[src/rtl/sys_mem_arb.sv]
// sys_mem_arb
// Round-robin arbiter that puts two system-memory clients onto one SDRAM
// controller port. The command stage is registered. A tag FIFO holds the
// client id of every outstanding read, so returned data goes back to the
// client that issued the read.
//
// Ports:
//   clk, rst_n            controller clock, async active-low reset
//   clN_wren/rden/addr/   client N request (a write wins over a read)
//   clN_wdata
//   clN_rdy               request accepted this cycle (combinational)
//   clN_rd_valid/rdata    routed read return, one cycle after mem_rd_valid
//   mem_wait              controller stall; a pending command is held
//   mem_wren/rden/addr/   registered command to the controller
//   mem_wdata
//   mem_rd_valid/rdata    controller read return
//   rsp_err               sticky: read data returned with no read outstanding
module sys_mem_arb #(
  parameter int SYS_MEM_DATA_W = 32,
  parameter int SYS_MEM_ADDR_W = 27,
  parameter int RD_FIFO_DEPTH  = 16
) (
  input  logic                      clk,
  input  logic                      rst_n,
  input  logic                      cl0_wren,
  input  logic                      cl0_rden,
  input  logic [SYS_MEM_ADDR_W-1:0] cl0_addr,
  input  logic [SYS_MEM_DATA_W-1:0] cl0_wdata,
  output logic                      cl0_rdy,
  output logic                      cl0_rd_valid,
  output logic [SYS_MEM_DATA_W-1:0] cl0_rdata,
  input  logic                      cl1_wren,
  input  logic                      cl1_rden,
  input  logic [SYS_MEM_ADDR_W-1:0] cl1_addr,
  input  logic [SYS_MEM_DATA_W-1:0] cl1_wdata,
  output logic                      cl1_rdy,
  output logic                      cl1_rd_valid,
  output logic [SYS_MEM_DATA_W-1:0] cl1_rdata,
  input  logic                      mem_wait,
  output logic                      mem_wren,
  output logic                      mem_rden,
  output logic [SYS_MEM_ADDR_W-1:0] mem_addr,
  output logic [SYS_MEM_DATA_W-1:0] mem_wdata,
  input  logic                      mem_rd_valid,
  input  logic [SYS_MEM_DATA_W-1:0] mem_rdata,
  output logic                      rsp_err
);

  localparam int PW = $clog2(RD_FIFO_DEPTH);
  localparam int CW = PW + 1;
  localparam logic [CW-1:0] FULL_CNT = CW'(RD_FIFO_DEPTH);

  logic [CW-1:0] rd_count;
  logic [PW-1:0] wr_ptr;
  logic [PW-1:0] rd_ptr;
  logic          tag_mem [RD_FIFO_DEPTH];
  logic          last_gnt;

  logic                      fifo_full;
  logic                      fifo_empty;
  logic                      adv;
  logic                      elig0;
  logic                      elig1;
  logic                      gnt_valid;
  logic                      gnt_id;
  logic                      accept;
  logic                      gnt_wr;
  logic                      gnt_rd;
  logic [SYS_MEM_ADDR_W-1:0] gnt_addr;
  logic [SYS_MEM_DATA_W-1:0] gnt_wdata;
  logic                      push;
  logic                      pop;
  logic                      head_id;

  always_comb begin
    fifo_full  = (rd_count == FULL_CNT);
    fifo_empty = (rd_count == '0);
    adv        = ~(mem_wren | mem_rden) | ~mem_wait;
    // Reads are gated on the start-of-cycle count, so a pop in this cycle
    // does not open a slot until the next one.
    elig0      = cl0_wren | (cl0_rden & ~fifo_full);
    elig1      = cl1_wren | (cl1_rden & ~fifo_full);
    gnt_valid  = elig0 | elig1;
    gnt_id     = (elig0 & elig1) ? ~last_gnt : elig1;
    accept     = adv & gnt_valid;
    gnt_wr     = gnt_id ? cl1_wren : cl0_wren;
    gnt_rd     = ~gnt_wr & (gnt_id ? cl1_rden : cl0_rden);
    gnt_addr   = gnt_id ? cl1_addr : cl0_addr;
    gnt_wdata  = gnt_id ? cl1_wdata : cl0_wdata;
    push       = accept & gnt_rd;
    pop        = mem_rd_valid & ~fifo_empty;
    head_id    = tag_mem[rd_ptr];
  end

  assign cl0_rdy = accept & ~gnt_id;
  assign cl1_rdy = accept & gnt_id;

  // Command stage and arbitration history.
  always_ff @(posedge clk or negedge rst_n) begin
    if (!rst_n) begin
      mem_wren  <= 1'b0;
      mem_rden  <= 1'b0;
      mem_addr  <= '0;
      mem_wdata <= '0;
      last_gnt  <= 1'b1;
    end else if (adv) begin
      if (accept) begin
        mem_wren  <= gnt_wr;
        mem_rden  <= gnt_rd;
        mem_addr  <= gnt_addr;
        mem_wdata <= gnt_wdata;
        last_gnt  <= gnt_id;
      end else begin
        mem_wren <= 1'b0;
        mem_rden <= 1'b0;
      end
    end
  end

  // Tag FIFO control; pointers wrap naturally as the depth is a power of 2.
  always_ff @(posedge clk or negedge rst_n) begin
    if (!rst_n) begin
      wr_ptr   <= '0;
      rd_ptr   <= '0;
      rd_count <= '0;
    end else begin
      if (push) wr_ptr <= wr_ptr + PW'(1);
      if (pop)  rd_ptr <= rd_ptr + PW'(1);
      case ({push, pop})
        2'b10:   rd_count <= rd_count + CW'(1);
        2'b01:   rd_count <= rd_count - CW'(1);
        default: rd_count <= rd_count;
      endcase
    end
  end

  // Tag storage needs no reset: the pointers define which entries are live.
  always_ff @(posedge clk) begin
    if (push) tag_mem[wr_ptr] <= gnt_id;
  end

  // Read return routing and the sticky error flag.
  always_ff @(posedge clk or negedge rst_n) begin
    if (!rst_n) begin
      cl0_rd_valid <= 1'b0;
      cl1_rd_valid <= 1'b0;
      cl0_rdata    <= '0;
      cl1_rdata    <= '0;
      rsp_err      <= 1'b0;
    end else begin
      cl0_rd_valid <= pop & ~head_id;
      cl1_rd_valid <= pop & head_id;
      if (pop & ~head_id) cl0_rdata <= mem_rdata;
      if (pop & head_id)  cl1_rdata <= mem_rdata;
      if (mem_rd_valid & fifo_empty) rsp_err <= 1'b1;
    end
  end

endmodule
[config.mk]
export PLATFORM = sky130hd
export DESIGN_NAME = sys_mem_arb
export DESIGN_NICKNAME = d
export VERILOG_FILES = /design/src/rtl/sys_mem_arb.sv
export SDC_FILE = /design/constraint.sdc
export NUM_CORES = 1
export LEC_CHECK = 0
export BUFFER_PORTS_ARGS = -buffer_cell sky130_fd_sc_hd__buf_2
export CORE_UTILIZATION = 35
export DETAILED_ROUTE_END_ITERATION = 10
export GPL_ROUTABILITY_DRIVEN = 0
export GPL_TIMING_DRIVEN = 1
export PLACE_DENSITY = 0.65
export SLEW_MARGIN = 20
export SYNTH_ARGS = -nofsm -noshare
export SYNTH_HDL_FRONTEND = slang
export SYNTH_SLANG_ARGS = --single-unit
[constraint.sdc]
create_clock -name clk -period 4.3 [get_ports clk]
set_input_delay 0.43 -clock clk [delete_from_list [all_inputs] [get_ports clk]]
set_output_delay 0.43 -clock clk [all_outputs]
set_load 0.1 [all_outputs]
==> results.yml, run 1 <==
outcome:
  outcome: "complete, no violations"
final_layout:
  drive_above_1_share_pct: 44.7
  area_delta_synth_final_pct: 32.4
  fin_nets: 935
  num-fill-cells: 1733
  final_area_sq_mm: 0.00906
  antenna_cells: 0
grt:
  grt.met2_usage_pct: 28.4
  busiest_layer: "met2"
  overflow: 0
  grt_pass1_vias: 5009
  grt_antenna_before_repair: 0
  grt_util_all_layers_pct: 17.6
  grt_start_max_net_pins: 94
  grt_pass1_wl_microns: 27000
  grtUsageMet3_pct: 4.76
  use_met1_pct: 23.0
clock_network:
  cts-root-buf: "clkbuf_16"
  path_clk_slew_ns: 0.07
  clkLatencyLatePin_ns: 0.42
  holdBufCountCts: 0
  cts_tree: "built"
  postCtsResizedCells: 0
  cts_setup_buffers: 0
  cts-htree-levels: 4
  cts_sinks: 158
  clock_path_buffers: 2
  cts_inserted_buffers: 17
floorplan:
  fp.dieW_microns: 142
  die_area_sq_mm: 0.0201
  die_y_microns: 142
  start_util_pct: 36.1
  num_rows: 50
  core_sq_mm: 0.0190
  io-pin-count: 288
setup_path:
  cp_num_buf_inv: 2
  worstPathCellList: "nor4_4 > a2111oi_1 > nor4_2 > nor2_2 > inv_1 > ha_1 > xor2_1 > ha_1 > inv_1 > o21ai_0 > a21o_1 > a221oi_1 > xor2_1"
  critPathRequiredTime_ns: 4.64
  crit_fanout: 16
  worst_ep_arrival_time_ns: 4.01
  cp_top_family: "compound AO/OA/AOI/OAI gates"
  crit_type: "register to register"
  cpPeakStageDelay_ns: 0.60
  reg2reg_setup_slack_ns: 0.63
  cp_slowest_cell: "a2111oi_1"
  cp-start-kind: "register"
  critPathCaptureType: "register"
yosys:
  yosysSeqAreaShare_pct: 59.0
  synth_simple_gate_area_share_pct: 9.66
  synthAdderAreaFrac_pct: 1.65
  synth_edf_count: 16
  synth_warnings: 0
  ys.flop_type: "dfrtp_1"
  synth_cell_type_count: 49
  syn-cell-area_sq_mm: 0.00684
  syn_inst: 486
  synth_nets: 653
  synth_top_family_by_area: "compound AO/OA/AOI/OAI gates"
  synth_xor_area_share_pct: 1.54
  synth_seq_cells: 158
  synth-compound-area-share_pct: 12.2
  syn_area_per_cell_sq_um: 14.1
  muxShareOfSynthArea_pct: 12.1
  async_flop_share_pct: 89.9
sta:
  tightest_slew_ns: 0.852
  finalCriticalPeriod_ns: 3.67
  drv_slew: 0
  maxSlewHeadroom_pct: 43.2
  fin_skew_ns: 0.0118
  finalCritPeriodShare_pct: 85.3
  hold_viol_final: 0
  finalSetupViolCount: 0
  setup_tns_ns: 0
  whs_ns: 0.0852
  max_freq_ghz: 0.272
  rsz0062_at_grt: "false"
routing:
  detail-route-antenna-nets: 0
  post_drt_wl_per_cell_microns: 16.8
  vias_per_cell: 4.85
  first_pass_iters: 4
  drtIter0Drc: 163
  vias: 5048
  finalWirelength_microns: 17500
  drc_errors: 0
worst_hold_path:
  hp-class: "input pin to asynchronous set/reset pin"
placement:
  place_area_sq_mm: 0.00843
  hpwl_microns: 12400
  io_buffers: 287
job:
  drv_cap: 0
-- final cells by class --
cell class | count | area (sq um) | share of cell area [%]
tap | 260 | 325 | 3.59
sequential | 158 | 4040 | 44.6
multi-input combinational | 289 | 2550 | 28.2
timing repair buffer | 293 | 1490 | 16.4
clock inverter | 15 | 198 | 2.18
inverter | 9 | 33.8 | 0.373
clock buffer | 17 | 425 | 4.70
-- cell usage after synthesis (all sizes together), types with 4 or more instances --
cell	instances	area, sq um
dfrtp	141	3530
mux2	66	743
and2	65	407
a221o	59	591
buf	22	200
edfxtp	16	480
and3	12	75.1
ha	9	113
inv	9	33.8
nand2	9	36.3
clkbuf	8	30.0
xor2	7	61.3
a21oi	6	33.8
nor2	6	25.0
o21ai	6	30.0
a21o	5	37.5
xnor2	5	43.8
mux2i	4	40.0
nand3	4	25.0
nor2b	4	25.0
-- sequential cells by signal, indices dropped and copies added, names as in the netlist --
| register | count |
|---|---|
| wr_ptr | 4 |
| mem_addr | 27 |
| cl0_rd_valid | 1 |
| mem_rden | 1 |
| mem_wren | 1 |
| rsp_err | 1 |
| tag_mem | 16 |
| last_gnt | 1 |
| cl1_rdata | 32 |
| rd_ptr | 4 |
| cl1_rd_valid | 1 |
| mem_wdata | 32 |
| rd_count | 5 |
| cl0_rdata | 32 |
-- final timing paths --
path                              startpoint            to  depth (start not counted)
worst max register to register   rd_count[2]   rd_count[4]                         13
worst min-delay path                   rst_n  mem_addr[11]                          1
min in group clk                cl1_addr[14]  mem_addr[14]                          2
worst min register to register       rsp_err       rsp_err                          1
max in group asynchronous              rst_n  mem_wdata[8]                          2
worst max-delay path             rd_count[2]   rd_count[4]                         13
-- layout by cell type (no fill, tap or decap), types with 2 or more instances in the layout --
cell type	netlist	routed
a21oi_1	5	4
inv_8	0	2
inv_6	0	5
edfxtp_1	16	16
buf_2	7	286
clkbuf_16	0	17
a21o_1	5	5
a221oi_1	3	3
clkinvlp_4	0	2
and3_1	12	12
nor2_1	5	5
clkinv_4	0	3
mux2_2	8	8
buf_4	1	6
mux4_2	2	2
mux2i_1	4	4
bufinv_16	0	3
nand3_1	3	3
dfrtp_1	141	141
xnor2_1	5	5
xor2_1	7	7
ha_1	9	9
nor2b_1	4	4
a221o_1	59	59
o21ai_0	4	4
mux2_1	58	58
o21ai_1	2	2
inv_1	8	8
nand2_1	8	8
and2_1	65	65
-- cell families (layout without fill, tap and decap cells) --
| family | Yosys count | in the layout |
|---|---|---|
| simple gates | 106 | 106 |
| mux | 72 | 72 |
| xor+xnor | 12 | 12 |
| fa+ha+maj | 9 | 9 |
| compound gates | 90 | 90 |
| flops | 158 | 158 |
| buf+inv | 39 | 334 |
-- per-layer routing --
layer	vias up	part of all wire, %
met5	-	0
met4	0	1.1
met3	22	8.0
met2	235	46
met1	2423	45
li1	2368	-
-- metrics by stage --
step | cells | util [%] | setup slack, ns
5_1_grt | 1041 | 47.8 | 0.329
3_3_place_gp | 1009 | 44.5 | 0.840
3_5_place_dp | 1009 | 44.5 | 0.681
2_1_floorplan | 486 | - | 0.849
4_1_cts | 1041 | 47.8 | 0.632
6_report | 1041 | 47.8 | 0.630
Power of run 1 is not shown: default switching activity piles up to over one toggle a cycle in this logic, so the estimate is an artifact.
==> inputs of run 2 (changes only) <==
--- a/config.mk
+++ b/config.mk
@@ -5,12 +5,13 @@
 export SDC_FILE = /design/constraint.sdc
 export NUM_CORES = 1
 export LEC_CHECK = 0
+export ABC_AREA = 1
 export BUFFER_PORTS_ARGS = -buffer_cell sky130_fd_sc_hd__buf_2
 export CORE_UTILIZATION = 35
 export DETAILED_ROUTE_END_ITERATION = 10
 export GPL_ROUTABILITY_DRIVEN = 0
-export GPL_TIMING_DRIVEN = 1
-export PLACE_DENSITY = 0.65
+export GPL_TIMING_DRIVEN = 0
+export PLACE_DENSITY = 0.64
 export SLEW_MARGIN = 20
 export SYNTH_ARGS = -nofsm -noshare
 export SYNTH_HDL_FRONTEND = slang
==> run 2 against run 1 <==
Effect of this change: count of clock-buffer cells in the layout unchanged; global-route usage up 2.9 points; sequential cell count unchanged; worst hold slack better by 0.12 ns; routed wire length up 20%; utilization up 0.59 points; maximum frequency up 17%; setup slack better by 0.55 ns; sequential share of layout area down 2.0 points; non-clock buffer count up 42; final cell count up 34%; highest routed layer unchanged.
==> results.yml, run 2 <==
final_layout:
  final_common_cell: "nand2_1"
  fin_nets: 1284
  final_cell_mix: "nand2_1, buf_2, dfrtp_1, nand3_1, nand4_1"
  drive_above_1_share_pct: 33.1
  num-fill-cells: 1998
  reg_top3: "cl0_rdata: 32 flops, cl1_rdata: 32 flops, mem_wdata: 32 flops"
  area_delta_synth_final_pct: 34.2
sta:
  hold_viol_final: 0
  maxSlewHeadroom_pct: 61.9
  finalSetupViolCount: 0
  setup_tns_ns: 0
  rsz0062_at_grt: "false"
  max_freq_ghz: 0.320
  drv_slew: 0
  tightest_slew_ns: 0.572
  fin_skew_ns: 0.0121
  finalCritPeriodShare_pct: 72.7
  finalCriticalPeriod_ns: 3.12
yosys:
  synth_nets: 976
  ys.flop_type: "dfrtp_1"
  async_flop_share_pct: 89.9
  synth_warnings: 0
  syn-cell-area_sq_mm: 0.00706
  synth_common_cells: "nand2_1, dfrtp_1, nand3_1"
  yosysSeqAreaShare_pct: 57.1
  synth_cell_type_count: 31
  syn_area_per_cell_sq_um: 8.73
  syn_inst: 809
  synth.top_cell.area_share_pct: 50.0
  synth_seq_cells: 158
  synth.most_common_cell: "nand2_1"
  synth_area_leaders: "dfrtp_1, nand2_1, nand3_1, edfxtp_1, nand4_1"
  synth_edf_count: 16
  yosys.area.top_type: "dfrtp_1"
placement:
  hpwl_microns: 16000
  io_buffers: 287
setup_path:
  critPathRequiredTime_ns: 4.61
  crit_type: "register to register"
  worst_ep_arrival_time_ns: 3.43
  critPathCaptureType: "register"
  crit_fanout: 11
  cp-start-kind: "register"
clock_network:
  cts-root-buf: "clkbuf_16"
  cts_inserted_buffers: 17
  clock_path_buffers: 2
  postCtsResizedCells: 0
  cts_sinks: 158
  path_clk_slew_ns: 0.08
  cts-htree-levels: 4
  cts_setup_buffers: 0
  cts_tree: "built"
  clkLatencyLatePin_ns: 0.43
  holdBufCountCts: 1
routing:
  post_drt_wl_per_cell_microns: 15.0
  finalWirelength_microns: 20900
  drc_errors: 0
  vias: 6523
  detail-route-antenna-nets: 0
  first_pass_iters: 4
  vias_per_cell: 4.67
  drtIter0Drc: 291
floorplan:
  start_util_pct: 36.1
  io-pin-count: 288
  die_y_microns: 144
  core_sq_mm: 0.0196
  die_area_sq_mm: 0.0208
  fp.dieW_microns: 144
  num_rows: 51
worst_hold_path:
  hp-class: "input pin to register"
grt:
  overflow: 0
  grt_pass1_vias: 6202
  grt_start_max_net_pins: 88
  grt_util_all_layers_pct: 20.5
  grt_antenna_before_repair: 1
  grt_pass1_wl_microns: 32400
job:
  drv_cap: 0
outcome:
  outcome: "complete, no violations"
-- run 2: cell types whose count changed after synthesis, moves of 6 or more --
cell     before  now
nor2_1        5   31
nand4_1       0   33
o21ai_0       4   10
nand3_1       3  105
and2_1       65    0
a221o_1      59    0
mux2_2        8    0
nand2_1       8  354
buf_2         7   23
and3_1       12    0
mux2_1       58    0
inv_1         8   19
-- run 2: stage by stage --
| step | utilization (%) | instance area, sq um | worst slack, ns | std cells | hold WS (ns) |
|---|---|---|---|---|---|
| 2_1_floorplan | - | 7060 | 1.30 | 809 | 0.134 |
| 3_3_place_gp | 45.1 | 8830 | 0.661 | 1361 | 0.448 |
| 3_5_place_dp | 45.3 | 8870 | 1.19 | 1362 | 0.393 |
| 4_1_cts | 48.4 | 9470 | 1.14 | 1395 | 0.186 |
| 5_1_grt | 48.4 | 9480 | 0.860 | 1396 | 0.186 |
| 6_report | 48.4 | 9480 | 1.18 | 1396 | 0.202 |
-- run 2: critical path, stage by stage, from the launching register on --
cell and delay [ns]:
dfrtp_1 0.42, nor2_1 0.08, nand3_1 0.14, nand2_1 0.08, nand2_2 0.11, a21oi_1 0.09
nor2_2 0.26, nand3_2 0.16, buf_2 0.22, ha_1 0.31, xor2_1 0.18, ha_1 0.19
a21o_1 0.18, nand3_1 0.08, nand3b_1 0.11, a21oi_1 0.17, o21ai_0 0.11, nand2_1 0.07
nand2_1 0.04
-- run 2: layer usage --
metal / track usage (%) / part of all wire, % / vias to the layer above
met5: 0 / 0 / -
met3: 5.33 / 7.6 / 27
met1: 24.7 / 42 / 3006
li1: - / - / 3250
met4: 8.17 / 2.2 / 0
met2: 34.9 / 49 / 240
-- run 2: cell families after synthesis --
group           Yosys count  synth area share (%)
compound gates           26                  2.13
simple gates            537                  32.6
flops                   158                  57.1
buf+inv                  69                  5.28
fa+ha+maj                 9                  1.59
xor+xnor                 10                  1.24
-- run 2: cell type report --
| class | instances | area [sq um] | area share, % |
|---|---|---|---|
| Timing Repair Buffer | 289 | 1480 | 15.7 |
| Clock inverter | 15 | 169 | 1.78 |
| Multi-Input combinational cell | 582 | 2660 | 28.0 |
| Clock buffer | 17 | 425 | 4.49 |
| Antenna cell | 1 | 2.50 | 0.0264 |
| Buffer | 46 | 284 | 3.00 |
| Inverter | 23 | 88.8 | 0.938 |
| Sequential cell | 158 | 4040 | 42.6 |
| Tap cell | 265 | 332 | 3.50 |
-- run 2: worst paths after layout --
kind | startpoint | cells past startpoint | slack [ns] | to
worst min-delay path | cl0_addr[15] | 3 | 0.20 | mem_addr[15]
worst min register to register | cl1_rdata[2] | 2 | 0.47 | cl1_rdata[2]
worst max register to register | rd_count[1] | 18 | 1.18 | rd_count[4]
min in group asynchronous | rst_n | 2 | 0.52 | cl1_rdata[9]
max in group asynchronous | rst_n | 3 | 2.98 | mem_addr[20]
worst max-delay path | rd_count[1] | 18 | 1.18 | rd_count[4]
Power of run 2 is left out for the same reason.
==> inputs of run 3 (changes only) <==
--- a/config.mk
+++ b/config.mk
@@ -5,13 +5,13 @@
 export SDC_FILE = /design/constraint.sdc
 export NUM_CORES = 1
 export LEC_CHECK = 0
-export ABC_AREA = 1
+export ABC_AREA = 0
 export BUFFER_PORTS_ARGS = -buffer_cell sky130_fd_sc_hd__buf_2
 export CORE_UTILIZATION = 35
 export DETAILED_ROUTE_END_ITERATION = 10
 export GPL_ROUTABILITY_DRIVEN = 0
 export GPL_TIMING_DRIVEN = 0
-export PLACE_DENSITY = 0.64
+export PLACE_DENSITY = 0.65
 export SLEW_MARGIN = 20
 export SYNTH_ARGS = -nofsm -noshare
 export SYNTH_HDL_FRONTEND = slang
==> constraint.sdc (replaced) <==
create_clock -name clk -period 3.2 [get_ports clk]
set_input_delay 0.32 -clock clk [delete_from_list [all_inputs] [get_ports clk]]
set_output_delay 0.32 -clock clk [all_outputs]
set_load 0.1 [all_outputs]
==> run 3 against run 2 <==
Effect of this change: first-iteration DRC count is 19% lower; via count fell by 20%; global-route usage is 1.9 points lower.
==> results.yml, run 3 (same netlist as run 1, synthesis figures left out) <==
final_layout:
  drive_above_1_share_pct: 47.5
  fin_nets: 975
  area_delta_synth_final_pct: 37.7
  num-fill-cells: 1697
  reg_top3: "cl0_rdata: 32 flops, cl1_rdata: 32 flops, mem_wdata: 32 flops"
  final_cell_mix: "buf_2, dfrtp_1, and2_1, a221o_1, mux2_1"
  final_common_cell: "buf_2"
  final_cells: 1082
  final_area_sq_mm: 0.00942
  fin_util_pct: 49.7
grt:
  grt_pass1_vias: 5290
  grt_start_max_net_pins: 74
  grt_pass1_wl_microns: 28400
  grt_util_all_layers_pct: 18.6
  grt_antenna_before_repair: 1
  overflow: 0
floorplan:
  core_sq_mm: 0.0190
  io-pin-count: 288
  start_util_pct: 36.1
  num_rows: 50
  die_area_sq_mm: 0.0201
  fp.dieW_microns: 142
  die_y_microns: 142
sta:
  hold_viol_final: 0
  finalCritPeriodShare_pct: 94.3
  fin_skew_ns: 0.00983
  setup_slack_ns: 0.183
  maxSlewHeadroom_pct: 57.7
  drv_slew: 0
  finalSetupViolCount: 0
  tightest_slew_ns: 0.634
  max_freq_ghz: 0.331
  finalCriticalPeriod_ns: 3.02
routing:
  vias_per_cell: 4.82
  drc_errors: 0
  first_pass_iters: 4
  post_drt_wl_per_cell_microns: 17.2
  finalWirelength_microns: 18600
  vias: 5217
  detail-route-antenna-nets: 0
  drtIter0Drc: 235
setup_path:
  crit_fanout: 6
  worst_ep_arrival_time_ns: 3.35
  reg2reg_setup_slack_ns: 0.18
  r2r_cells: 15
  crit_type: "register to register"
  critPathRequiredTime_ns: 3.54
  r2r-end: "rd_count[4]"
  rr_startpoint: "rd_count[2]"
  critPathCaptureType: "register"
  startpoint: "rd_count[2]"
  cp-start-kind: "register"
placement:
  io_buffers: 287
  preCtsSetupSlack_ns: -0.432
  place_area_sq_mm: 0.00864
  placed_cells: 1034
  hpwl_microns: 13900
clock_network:
  cts_tree: "built"
  clkLatencyLatePin_ns: 0.42
  clock_path_buffers: 2
  cts-root-buf: "clkbuf_16"
  cts_sinks: 158
  path_clk_slew_ns: 0.07
  cts-htree-levels: 4
  cts_inserted_buffers: 17
job:
  drv_cap: 0
worst_hold_path:
  hp-start: "cl1_addr[6]"
  worstHoldEndpoint: "mem_addr[6]"
  min_path_cells: 2
  hp-class: "input pin to register"
outcome:
  outcome: "complete, no violations"
run 3: changes by cell type in the layout (fill, tap and decap cells not counted), sizes merged, moves of 4 or more:
cell,change
inv,-16
mux2i,+4
o21ai,-6
nand3,-105
o211ai,-4
nand2,-350
nor2,-29
and3,+12
a221o,+59
and2,+65
mux2,+66
a21o,+4
nor2b,+4
nand4,-33
run 3: per-layer routing:
metal	wire, microns	track usage, %	share of wire, %	vias to the layer above
met2	9040	30.7	49	242
met3	1460	5.80	7.8	24
li1	-	-	-	2449
met4	314	6.68	1.7	0
met5	0	0	0	-
met1	7780	22.9	42	2502
run 3: worst max-delay path by stage:
stage                        endpoint  slack, ns  cells after the start
final                     rd_count[4]       0.18                     15
after global routing      rd_count[4]      -0.06                     15
after CTS                 rd_count[4]       -0.1                     16
after detailed placement  rd_count[4]      -0.43                     16
after global placement       mem_rden      -0.54                      1
after floorplan           rd_count[4]       0.01                     16
run 3: metrics by stage:
step | hold WS, ns | setup TNS (ns)
3_3_place_gp | 0.441 | -38.55
6_report | 0.125 | 0
3_5_place_dp | 0.317 | -0.700
5_1_grt | 0.106 | -0.0639
4_1_cts | 0.106 | -0.0969
2_1_floorplan | 0.0244 | 0
run 3: worst max-delay path, stage by stage, from the launching register on:
cell and delay (ns):
dfrtp_2 0.43, nor4_4 0.35, buf_4 0.19, a2111oi_4 0.08, nor4_4 0.39, nor2_4 0.10
inv_2 0.08, ha_2 0.19, buf_6 0.13, xor2_1 0.07, ha_2 0.18, inv_1 0.05
o21ai_0 0.07, a21o_1 0.20, a221oi_2 0.26, xor2_1 0.17
run 3: repair_timing:
item                                    CTS  global route
resized for setup                         7            13
pin swaps                                 5             5
endpoints found under the setup margin    6             3
hold endpoints to repair                 69             0
hold buffers                              1             0
buffers inserted                          6            10
run 3: layout make-up:
type	count	area (sq um)	area share, %
clock buffer	19	433	4.60
clock inverter	13	129	1.37
tap	260	325	3.45
antenna	1	2.50	0.0266
sequential	158	4040	42.9
multi-input combinational	289	2620	27.8
inverter	9	33.8	0.359
buffer	28	229	2.43
timing repair buffer	305	1610	17.1
Power of run 3 is left out for the same reason.
